==> config.mk <==
export PLATFORM = sky130hd
export DESIGN_NAME = mat_loader
export DESIGN_NICKNAME = d
export VERILOG_FILES = /design/src/rtl/mat_acc_pkg.sv /design/src/rtl/mat_buf.sv /design/src/rtl/mat_loader.sv
export SDC_FILE = /design/constraint.sdc
export NUM_CORES = 1
export LEC_CHECK = 0
export ABC_AREA = 1
export CAP_MARGIN = 20
export CORE_ASPECT_RATIO = 0.8
export CORE_MARGIN = 2
export CORE_UTILIZATION = 48
export CTS_BUF_LIST = sky130_fd_sc_hd__clkbuf_16
export DETAILED_ROUTE_END_ITERATION = 6
export PLACE_DENSITY = 0.79
export SYNTH_ARGS = -nofsm -noshare
export SYNTH_HDL_FRONTEND = slang
export SYNTH_SLANG_ARGS = --single-unit
==> constraint.sdc <==
create_clock -name clk -period 1.8 [get_ports clk]
set_clock_uncertainty 0.05 [all_clocks]
set_input_delay 0.36 -clock clk [delete_from_list [all_inputs] [get_ports clk]]
set_output_delay 0.36 -clock clk [all_outputs]
set_load 0.05 [all_outputs]
==> src/rtl/mat_acc_pkg.sv <==
// Shared types and helpers for the matrix accelerator operand path.
package mat_acc_pkg;

  localparam int MAT_SIZE = 2;
  localparam int DAT_SIZE = 8;

  typedef logic [DAT_SIZE-1:0] elem_t;
  typedef elem_t mat_t [MAT_SIZE][MAT_SIZE];

  typedef enum logic [1:0] {LOAD, START, WAIT_DONE} state_t;

  typedef struct packed {
    logic [31:0] row;
    logic [31:0] col;
  } rc_t;

  // Row-major element index to (row, column) for an n x n matrix.
  function automatic rc_t idx2rc(input int unsigned k, input int unsigned n);
    rc_t rc;
    rc.row = k / n;
    rc.col = k % n;
    return rc;
  endfunction

endpackage

==> src/rtl/mat_buf.sv <==
// One operand buffer: row-major fill at the current count, full/last flags,
// count clear. Writes to a full buffer are dropped by the buffer itself.
module mat_buf
  import mat_acc_pkg::*;
#(
  parameter int mat_size = MAT_SIZE,
  parameter int dat_size = DAT_SIZE
) (
  input  logic                clk,
  input  logic                rst_n,
  input  logic                we,
  input  logic                clr,
  input  logic [dat_size-1:0] wdata,
  output logic [dat_size-1:0] mat [mat_size][mat_size],
  output logic                full,
  output logic                last
);

  localparam int N  = mat_size * mat_size;
  localparam int CW = $clog2(N) + 1;

  logic [CW-1:0] cnt;
  logic          wr;

  assign full = (cnt == CW'(N));
  assign last = (cnt == CW'(N - 1));
  assign wr   = we & ~clr & ~full;

  always_ff @(posedge clk or negedge rst_n) begin
    if (!rst_n)   cnt <= '0;
    else if (clr) cnt <= '0;
    else if (wr)  cnt <= cnt + CW'(1);
  end

  for (genvar k = 0; k < N; k++) begin : g_elem
    localparam rc_t RC = idx2rc(k, mat_size);
    logic [dat_size-1:0] q;

    always_ff @(posedge clk or negedge rst_n) begin
      if (!rst_n)                    q <= '0;
      else if (wr && cnt == CW'(k))  q <= wdata;
    end

    assign mat[RC.row][RC.col] = q;
  end

endmodule

==> src/rtl/mat_loader.sv <==
// Operand loader for the matrix multiplier: fills A/B, pulses start, holds
// operands until mult_done. Optional sticky overflow flag: MAT_LOADER_OVF_EN.
module mat_loader
  import mat_acc_pkg::*;
#(
  parameter int mat_size = MAT_SIZE,
  parameter int dat_size = DAT_SIZE
) (
  input  logic                clk,
  input  logic                rst_n,
  input  logic                in_valid,
  output logic                in_ready,
  input  logic                in_sel,
  input  logic [dat_size-1:0] in_data,
  input  logic                clear,
  output logic [dat_size-1:0] mat_A [mat_size][mat_size],
  output logic [dat_size-1:0] mat_B [mat_size][mat_size],
  output logic                start,
  input  logic                mult_done,
  output logic                busy,
  output logic                ovf
);

  state_t state_q, state_d;
  logic   we_a, we_b, buf_clr;
  logic   full_a, full_b, last_a, last_b;
  logic   go_start;

  // Clear beats a simultaneous element; in_ready is only high in LOAD.
  assign we_a = in_valid & in_ready & ~in_sel & ~clear;
  assign we_b = in_valid & in_ready &  in_sel & ~clear;

  // Look ahead so start follows the edge that completes the second buffer.
  assign go_start = ~clear & (full_a | (last_a & we_a))
                           & (full_b | (last_b & we_b));

  always_ff @(posedge clk or negedge rst_n) begin
    if (!rst_n) state_q <= LOAD;
    else        state_q <= state_d;
  end

  always_comb begin
    state_d  = state_q;
    in_ready = 1'b0;
    start    = 1'b0;
    busy     = 1'b0;
    buf_clr  = 1'b0;
    unique case (state_q)
      LOAD: begin
        in_ready = 1'b1;
        if (clear)         buf_clr = 1'b1;
        else if (go_start) state_d = START;
      end
      START: begin
        start   = 1'b1;
        busy    = 1'b1;
        state_d = WAIT_DONE;
      end
      WAIT_DONE: begin
        busy = 1'b1;
        if (mult_done) begin
          buf_clr = 1'b1;
          state_d = LOAD;
        end
      end
      default: state_d = LOAD;
    endcase
  end

  mat_buf #(.mat_size(mat_size), .dat_size(dat_size)) u_buf_a (
    .clk   (clk),
    .rst_n (rst_n),
    .we    (we_a),
    .clr   (buf_clr),
    .wdata (in_data),
    .mat   (mat_A),
    .full  (full_a),
    .last  (last_a)
  );

  mat_buf #(.mat_size(mat_size), .dat_size(dat_size)) u_buf_b (
    .clk   (clk),
    .rst_n (rst_n),
    .we    (we_b),
    .clr   (buf_clr),
    .wdata (in_data),
    .mat   (mat_B),
    .full  (full_b),
    .last  (last_b)
  );

`ifdef MAT_LOADER_OVF_EN
  logic drop, ovf_q;

  assign drop = (we_a & full_a) | (we_b & full_b);

  always_ff @(posedge clk or negedge rst_n) begin
    if (!rst_n)       ovf_q <= 1'b0;
    else if (buf_clr && state_q == LOAD) ovf_q <= 1'b0;
    else if (drop)    ovf_q <= 1'b1;
  end

  assign ovf = ovf_q;
`else
  assign ovf = 1'b0;
`endif

endmodule

==> metrics.txt, run 1 <==
# TYPE chip_impl_metric gauge
chip_impl_metric{name="internal_power",unit="uW"} 4120
chip_impl_metric{name="grtUsageTotal",unit="%"} 21.6
chip_impl_metric{name="std_cell_rows",unit=""} 26
chip_impl_info{name="outcome",value="finished with violations"} 1
chip_impl_metric{name="mappedNetlistArea",unit="um2"} 3130
chip_impl_metric{name="ys_warn_count",unit=""} 0
chip_impl_info{name="timing.critical_path.from_type",value="flop"} 1
chip_impl_metric{name="num-nets-final",unit=""} 421
chip_impl_metric{name="cts-root-to-sink-buffers",unit=""} 2
chip_impl_info{name="post-synth-top-area-cell",value="dfrtp_1"} 1
chip_impl_metric{name="via_count",unit=""} 2447
chip_impl_metric{name="cp.arrival",unit="ns"} 1.88
chip_impl_info{name="netlist_top_cells_area",value="dfrtp_1 58%, nand2_1 8.6%, o21ai_1 7.0%"} 1
chip_impl_metric{name="grt_antenna_before_repair",unit=""} 0
chip_impl_metric{name="cts-hold-fix-buffers",unit=""} 0
chip_impl_metric{name="htree_num_levels",unit=""} 3
chip_impl_metric{name="r2r_slack",unit="ns"} 0.06
chip_impl_metric{name="hold_slack",unit="ns"} -0.0156
chip_impl_info{name="ctsRootBufferMaster",value="clkbuf_16"} 1
chip_impl_metric{name="final.setup.tns",unit="ns"} 0
chip_impl_metric{name="dr.first_iter.drc_count",unit=""} 107
chip_impl_metric{name="firstDrtPassIters",unit=""} 4
chip_impl_metric{name="drv.max_cap_violation_count",unit=""} 0
chip_impl_metric{name="power_density",unit="nW/um2"} 1740
chip_impl_metric{name="finalHoldViolations",unit=""} 5
chip_impl_metric{name="net-switching-power",unit="uW"} 3320
chip_impl_metric{name="pwr-share-clk",unit="%"} 20.0
chip_impl_metric{name="synthDistinctLibCells",unit=""} 24
chip_impl_metric{name="max_freq",unit="GHz"} 0.576
chip_impl_info{name="rsz_0062_raised_after_global_routing",value="true"} 1
chip_impl_metric{name="comb_power_share",unit="%"} 48.3
chip_impl_metric{name="max-vdd-ir-drop",unit="V"} 0.000729
chip_impl_metric{name="core_region_area",unit="um2"} 6340
chip_impl_metric{name="setup_viol_count_final",unit=""} 0
chip_impl_metric{name="synth_seq_cells",unit=""} 72
chip_impl_metric{name="layout_worst_path_cycle_share",unit="%"} 96.4
chip_impl_metric{name="area_growth_syn_to_layout",unit="%"} 36.8
chip_impl_metric{name="syn-instance-count",unit=""} 294
chip_impl_metric{name="insertedDiodeCount",unit=""} 0
chip_impl_metric{name="seq_area_frac_synth",unit="%"} 57.6
chip_impl_metric{name="place.detailed.hpwl",unit="um"} 4870
chip_impl_metric{name="die-area",unit="um2"} 7190
chip_impl_metric{name="worstPathRequired",unit="ns"} 1.95
chip_impl_metric{name="power_switching_share",unit="%"} 44.6
chip_impl_metric{name="post-route-drc-count",unit=""} 0
chip_impl_info{name="crit_path_end_kind",value="flop"} 1
chip_impl_metric{name="fin_crit",unit="ns"} 1.74
chip_impl_info{name="class_of_the_most_critical_setup_path",value="reg2reg"} 1
chip_impl_metric{name="postLayoutCoreUtil",unit="%"} 67.5
chip_impl_metric{name="r2r_cells",unit=""} 11
chip_impl_metric{name="drive_gt1_share",unit="%"} 38.4
chip_impl_metric{name="route.final.wire_length",unit="um"} 7710
chip_impl_info{name="violations",value="negative hold slack"} 1
chip_impl_metric{name="critical_path_peak_fanout",unit=""} 16
chip_impl_metric{name="die_height",unit="um"} 76.2
chip_impl_info{name="worst_r2r_startpoint",value="state_q[1]"} 1
chip_impl_metric{name="globalRoute.totalOverflow",unit=""} 0
chip_impl_metric{name="worstSkewPairLatency",unit="ns"} 0.33
chip_impl_metric{name="wire_length_of_the_first_global_routing_pass",unit="um"} 11600
chip_impl_metric{name="syn_nets",unit=""} 322
chip_impl_metric{name="static-leakage-power",unit="uW"} 0.00213
chip_impl_metric{name="postLayoutCellArea",unit="um2"} 4280
chip_impl_info{name="r2r-end",value="u_buf_b.g_elem[3].q[3]"} 1
chip_impl_metric{name="grt_pass1_vias",unit=""} 2286
chip_impl_metric{name="io-pin-count",unit=""} 82
chip_impl_metric{name="cts.sinks",unit=""} 72
chip_impl_metric{name="timing_max_transition_violations_final",unit=""} 0
chip_impl_metric{name="grt_max_degree",unit=""} 73
chip_impl_metric{name="vias_per_cell",unit=""} 5.10
chip_impl_info{name="hp-class",value="in2async"} 1
chip_impl_info{name="cts_tree",value="done"} 1
chip_impl_metric{name="syn-mean-instance-area",unit="um2"} 10.6
chip_impl_metric{name="final_antenna_net_count",unit=""} 0
chip_impl_metric{name="cts.clk_slew.worst_paths",unit="ns"} 0.05
chip_impl_metric{name="place.gp.congestion",unit=""} 0.786
chip_impl_metric{name="port_buffers",unit=""} 80
chip_impl_metric{name="floorplan.initialDensity",unit="%"} 49.3
chip_impl_metric{name="numCtsBuffers",unit=""} 9
chip_impl_metric{name="post-synth-top-area-fraction",unit="%"} 57.6
chip_impl_metric{name="avgRoutedWirePerCell",unit="um"} 16.1
chip_impl_metric{name="pwr-share-seq",unit="%"} 31.6
chip_impl_metric{name="die_w",unit="um"} 94.3
chip_impl_metric{name="placement.cell_area",unit="um2"} 3880
==> Yosys cell counts, drive strengths merged <==
cell	count
o21ai	61
nor3	1
nand2	79
ha	14
inv	23
nand3	10
nand4	1
buf	9
o22ai	2
a21oi	8
clkinv	1
dfrtp	72
conb	1
nor2	12
==> stage by stage <==
step / instances / setup slack [ns] / total power, uW / hold slack [ns]
5_1_grt: 480 / -0.0376 / 7790 / 0.0244
4_1_cts: 471 / 0.00141 / 7350 / 0.0136
3_3_place_gp: 456 / -0.130 / 5780 / 0.363
2_1_floorplan: 294 / 0.00243 / 4700 / 0.0144
6_report: 480 / 0.0650 / 7430 / -0.0156
3_5_place_dp: 456 / -0.174 / 5840 / 0.366
==> flip-flops by register name (all words and copies together) (netlist names) <==
name              cells
state_q               2
u_buf_a.g_elem.q     32
u_buf_b.g_elem.q     32
u_buf_a.cnt           3
u_buf_b.cnt           3
==> worst max-delay path by stage <==
stage	depth (start not counted)	slack, ns	start	end
after global placement	8	-0.13	in_sel	u_buf_b.g_elem[1].q[1]
after global routing	9	-0.04	state_q[1]	u_buf_b.g_elem[0].q[0]
after detailed placement	7	-0.17	clear	u_buf_b.g_elem[1].q[2]
after CTS	11	0.001	state_q[0]	u_buf_b.g_elem[3].q[2]
final	11	0.06	state_q[1]	u_buf_b.g_elem[3].q[3]
after floorplan	10	0.002	state_q[1]	u_buf_b.g_elem[1].q[6]
==> layer usage <==
layer  GRT usage [%]  wire [um]  up-vias
met5               0          0        -
met4            5.80         85        0
met3            7.52        527        9
met2            34.1       3760       66
met1            28.6       3340     1208
li1                -          -     1164
==> timing repair <==
item,CTS,global route
pin swaps,2,6
gates resized for setup,2,20
cloned,0,5
setup buffers,1,4
endpoints found under the setup margin,2,42
==> cell families after synthesis <==
logic type,count (synthesis),synth area share [%]
AO/OA/AOI/OAI,71,13.7
adder cells (fa/ha/maj),14,5.60
other,1,0.120
AND/OR/NAND/NOR,103,16.9
buffers and inverters,33,6.12
flip-flops,72,57.6
==> power by group through the flow <==
stage          Clock (uW)  Combinational, uW  Sequential, uW
2_1_floorplan           0               1020            3690
4_1_cts              1510               3490            2340
3_3_place_gp            0               3440            2350
5_1_grt              1580               3810            2400
6_report             1490               3590            2350
3_5_place_dp            0               3490            2360
==> area by class of cell <==
type	instances	area [um2]
Clock buffer	9	225
Clock inverter	5	18.8
Fill cell	504	2060
Inverter	24	96.3
Multi-Input combinational cell	194	1250
Sequential cell	72	1800
Tap cell	84	105
Timing Repair Buffer	92	781
==> layout by cell type, fill, tap and decap left out, drive strengths merged, types with 2 or more instances in the layout <==
cell / n
clkbuf: 9
dfrtp: 72
a21oi: 8
o22ai: 2
inv: 24
ha: 14
nand3: 15
o21ai: 61
clkdlybuf4s50: 12
buf: 80
nand2: 79
nor2: 12
clkinv: 5
==> worst max-delay path, cell delays in order, from the launching register on <==
cell and delay [ns]:
dfrtp_1 0.41, inv_2 0.11, ha_4 0.14, buf_4 0.13, inv_2 0.04, o21ai_4 0.23, inv_2 0.08, nand2_2 0.08
nor2_4 0.05, buf_12 0.14, nor2_1 0.09, a21oi_1 0.05
Note: power is estimated with default switching activity, not from simulation.
==> inputs of run 2 (changes only) <==
Settings changed: CORE_UTILIZATION 48 to 52, PLACE_DENSITY 0.79 to 0.85.
Clock period 1.8 ns to 2.1 ns, I/O delays scaled along.
==> run 2 against run 1 <==
Effect of this change: the flow now finishes without violations; wire length shrank 2.4%; combinational power shrank 17%; final cell count is 3.1% lower; power fell by 13%; final area shrank 0.47%; register-to-register slack better by 0.17 ns; hold slack better by 0.45 ns; flip-flop and latch count stayed put; clock power barely moved; core utilization grew 5.4 points; die area fell by 7.3%; critical endpoint is now mat_A[0]; largest cell class unchanged; largest power group unchanged.
==> metrics.txt, run 2 (synthesis results as in run 1) <==
# TYPE chip_impl_metric gauge
chip_impl_metric{name="cts.sinks",unit=""} 72
chip_impl_info{name="cp_cell_sequence",value="clkdlybuf4s50_1"} 1
chip_impl_metric{name="cts.clk_slew.worst_paths",unit="ns"} 0.06
chip_impl_metric{name="core_region_area",unit="um2"} 5850
chip_impl_metric{name="timing.hold.worst_path_depth",unit=""} 2
chip_impl_metric{name="drive_gt1_share",unit="%"} 15.4
chip_impl_metric{name="r2r_cells",unit=""} 10
chip_impl_info{name="crit_path_end_kind",value="output pin"} 1
chip_impl_info{name="route.top_layer_used",value="met4"} 1
chip_impl_metric{name="internal_power",unit="uW"} 3620
chip_impl_metric{name="numCtsBuffers",unit=""} 9
chip_impl_metric{name="critical_path_peak_fanout",unit=""} 2
chip_impl_info{name="whs_endpoint",value="u_buf_a.g_elem[1].q[6]"} 1
chip_impl_metric{name="place.detailed.hpwl",unit="um"} 5060
chip_impl_metric{name="cts-root-to-sink-buffers",unit=""} 2
chip_impl_info{name="most-common-layout-cells",value="76 x clkdlybuf4s50_1, 72 x nand2_1, 72 x dfrtp_1"} 1
chip_impl_info{name="rsz_0062_raised_after_global_routing",value="false"} 1
chip_impl_metric{name="net-switching-power",unit="uW"} 2860
chip_impl_metric{name="num-nets-final",unit=""} 407
chip_impl_metric{name="place.gp.congestion",unit=""} 0.779
chip_impl_info{name="critical-path-top-delay-family",value="buffers and inverters"} 1
chip_impl_metric{name="cp.arrival",unit="ns"} 1.54
chip_impl_metric{name="via_count",unit=""} 2385
chip_impl_metric{name="route.final.wire_length",unit="um"} 7530
chip_impl_metric{name="final.setup.tns",unit="ns"} 0
chip_impl_info{name="slowest_stage",value="clkdlybuf4s50_1"} 1
chip_impl_metric{name="max-vdd-ir-drop",unit="V"} 0.000805
chip_impl_info{name="outcome",value="complete, no violations"} 1
chip_impl_metric{name="fin_crit",unit="ns"} 2.01
chip_impl_metric{name="finalHoldViolations",unit=""} 0
chip_impl_info{name="largest_registers",value="u_buf_a.g_elem.q (32), u_buf_b.g_elem.q (32)"} 1
chip_impl_metric{name="grt_max_degree",unit=""} 57
chip_impl_metric{name="comb_power_share",unit="%"} 46.2
chip_impl_metric{name="postLayoutCellArea",unit="um2"} 4260
chip_impl_metric{name="met1_length",unit="um"} 3260
chip_impl_metric{name="pwr-share-clk",unit="%"} 22.7
chip_impl_metric{name="grtUsageTotal",unit="%"} 24.2
chip_impl_metric{name="worstPathRequired",unit="ns"} 1.63
chip_impl_info{name="r2r-end",value="u_buf_b.g_elem[0].q[3]"} 1
chip_impl_metric{name="max_freq",unit="GHz"} 0.497
chip_impl_metric{name="io-pin-count",unit=""} 82
chip_impl_metric{name="area_growth_syn_to_layout",unit="%"} 36.2
chip_impl_metric{name="worstSkewPairLatency",unit="ns"} 0.33
chip_impl_info{name="class_of_the_most_critical_setup_path",value="reg2out"} 1
chip_impl_metric{name="setup_viol_count_final",unit=""} 0
chip_impl_metric{name="globalRoute.totalOverflow",unit=""} 0
chip_impl_metric{name="r2r_slack",unit="ns"} 0.23
chip_impl_metric{name="power_density",unit="nW/um2"} 1520
chip_impl_metric{name="placement.cell_area",unit="um2"} 3960
chip_impl_info{name="cts_tree",value="done"} 1
chip_impl_metric{name="insertedDiodeCount",unit=""} 0
chip_impl_metric{name="routed-wl-met2",unit="um"} 3580
chip_impl_info{name="worst_r2r_startpoint",value="state_q[0]"} 1
chip_impl_metric{name="layout_worst_path_cycle_share",unit="%"} 95.9
chip_impl_metric{name="wire_length_of_the_first_global_routing_pass",unit="um"} 12000
chip_impl_metric{name="floorplan.initialDensity",unit="%"} 53.5
chip_impl_metric{name="route.met3.wl",unit="um"} 548
chip_impl_metric{name="power_switching_share",unit="%"} 44.1
chip_impl_metric{name="static-leakage-power",unit="uW"} 0.00197
chip_impl_metric{name="max_stage_delay",unit="ns"} 0.83
chip_impl_metric{name="post-route-drc-count",unit=""} 0
chip_impl_metric{name="die-area",unit="um2"} 6660
chip_impl_metric{name="worst_relative_slew_slack",unit="%"} 64.0
chip_impl_metric{name="worst_pin_slew",unit="ns"} 0.539
chip_impl_info{name="min-delay-start",value="u_buf_a.g_elem[1].q[6]"} 1
chip_impl_metric{name="std_cell_rows",unit=""} 25
chip_impl_info{name="hp-class",value="reg2reg"} 1
chip_impl_metric{name="grt_pass1_vias",unit=""} 2336
chip_impl_metric{name="port_buffers",unit=""} 80
chip_impl_metric{name="final_antenna_net_count",unit=""} 0
chip_impl_metric{name="dr.first_iter.drc_count",unit=""} 118
chip_impl_metric{name="pwr-share-seq",unit="%"} 31.1
chip_impl_metric{name="vias_per_cell",unit=""} 5.13
chip_impl_metric{name="die_w",unit="um"} 90.7
chip_impl_metric{name="crit_buf_inv",unit=""} 1
chip_impl_info{name="timing.critical_path.from_type",value="flop"} 1
chip_impl_metric{name="timing_max_transition_violations_final",unit=""} 0
chip_impl_metric{name="drv.max_cap_violation_count",unit=""} 0
chip_impl_metric{name="hold_slack",unit="ns"} 0.437
chip_impl_metric{name="htree_num_levels",unit=""} 3
chip_impl_metric{name="die_height",unit="um"} 73.4
chip_impl_metric{name="avgRoutedWirePerCell",unit="um"} 16.2
chip_impl_info{name="ctsRootBufferMaster",value="clkbuf_16"} 1
chip_impl_metric{name="firstDrtPassIters",unit=""} 4
chip_impl_metric{name="grt_antenna_before_repair",unit=""} 0
chip_impl_info{name="layout.cells.most_common",value="clkdlybuf4s50_1"} 1
==> run 2: cell count changes in the layout (fill, tap and decap cells not counted), moves of 4 or more <==
cell / before / now
nand2_1: 62 / 72
nor2_1: 6 / 10
clkdlybuf4s50_1: 12 / 76
nor2_2: 4 / 0
nand2_2: 15 / 5
buf_4: 74 / 3
==> run 2: area by class of cell <==
| cell class | count | area [um2] |
|---|---|---|
| multi-input cells | 189 | 1140 |
| clock buffers | 9 | 225 |
| clock inverters | 7 | 62.6 |
| flip-flops and latches | 72 | 1800 |
| fillers | 420 | 1590 |
| inverters | 24 | 93.8 |
| well taps | 81 | 101 |
| repair buffers | 83 | 838 |
==> run 2: power by group through the flow <==
stage | Sequential, uW | Clock, uW | Combinational, uW
global route | 2060 | 1540 | 3150
detailed placement | 2020 | 0 | 2970
finish | 2010 | 1470 | 2990
floorplan | 3160 | 0 | 815
global placement | 2020 | 0 | 2900
CTS | 2020 | 1480 | 3010
==> run 2: metrics by stage <==
step	worst slack, ns	instances	power [uW]	util [%]
finish	0.0864	465	6480	72.9
global route	0.0482	465	6750	72.9
CTS	0.0789	465	6500	72.8
detailed placement	0.0779	448	5000	67.7
global placement	0.117	448	4910	67.7
floorplan	0.0121	294	3980	-
==> run 2: worst max path at each step <==
stage | slack [ns] | from | endpoint | cells past startpoint
floorplan | 0.01 | state_q[0] | u_buf_b.g_elem[1].q[6] | 10
global placement | 0.12 | in_sel | u_buf_b.g_elem[0].q[1] | 9
detailed placement | 0.08 | clear | u_buf_b.g_elem[0].q[0] | 8
CTS | 0.08 | u_buf_a.g_elem[3].q[0] | mat_A[0] | 1
global route | 0.05 | u_buf_b.g_elem[1].q[6] | mat_B[22] | 1
finish | 0.09 | u_buf_a.g_elem[3].q[0] | mat_A[0] | 1
==> run 2: per-layer routing <==
metal / GRT usage, % / up-vias
li1: - / 1128
met1: 30.4 / 1139
met2: 39.2 / 104
met3: 8.62 / 14
met4: 9.23 / 0
met5: 0 / -
==> run 2: repair_timing <==
action,CTS,global route
hold buffers,1,0
endpoints found under the setup margin,0,4
hold endpoints to repair,16,0
resized for setup,0,1
setup buffers,0,0
==> run 2: tightest hold or removal path: stages (launching register included) <==
cell and delay, ns:
dfrtp_1 0.33, nand2_1 0.05, o21ai_1 0.06
==> inputs of run 3 (changes only) <==
Settings changed: CTS_CLUSTER_SIZE set to 16.
==> results of run 3 <==
The final DEF is identical to that of run 2; final timing and power are the same.
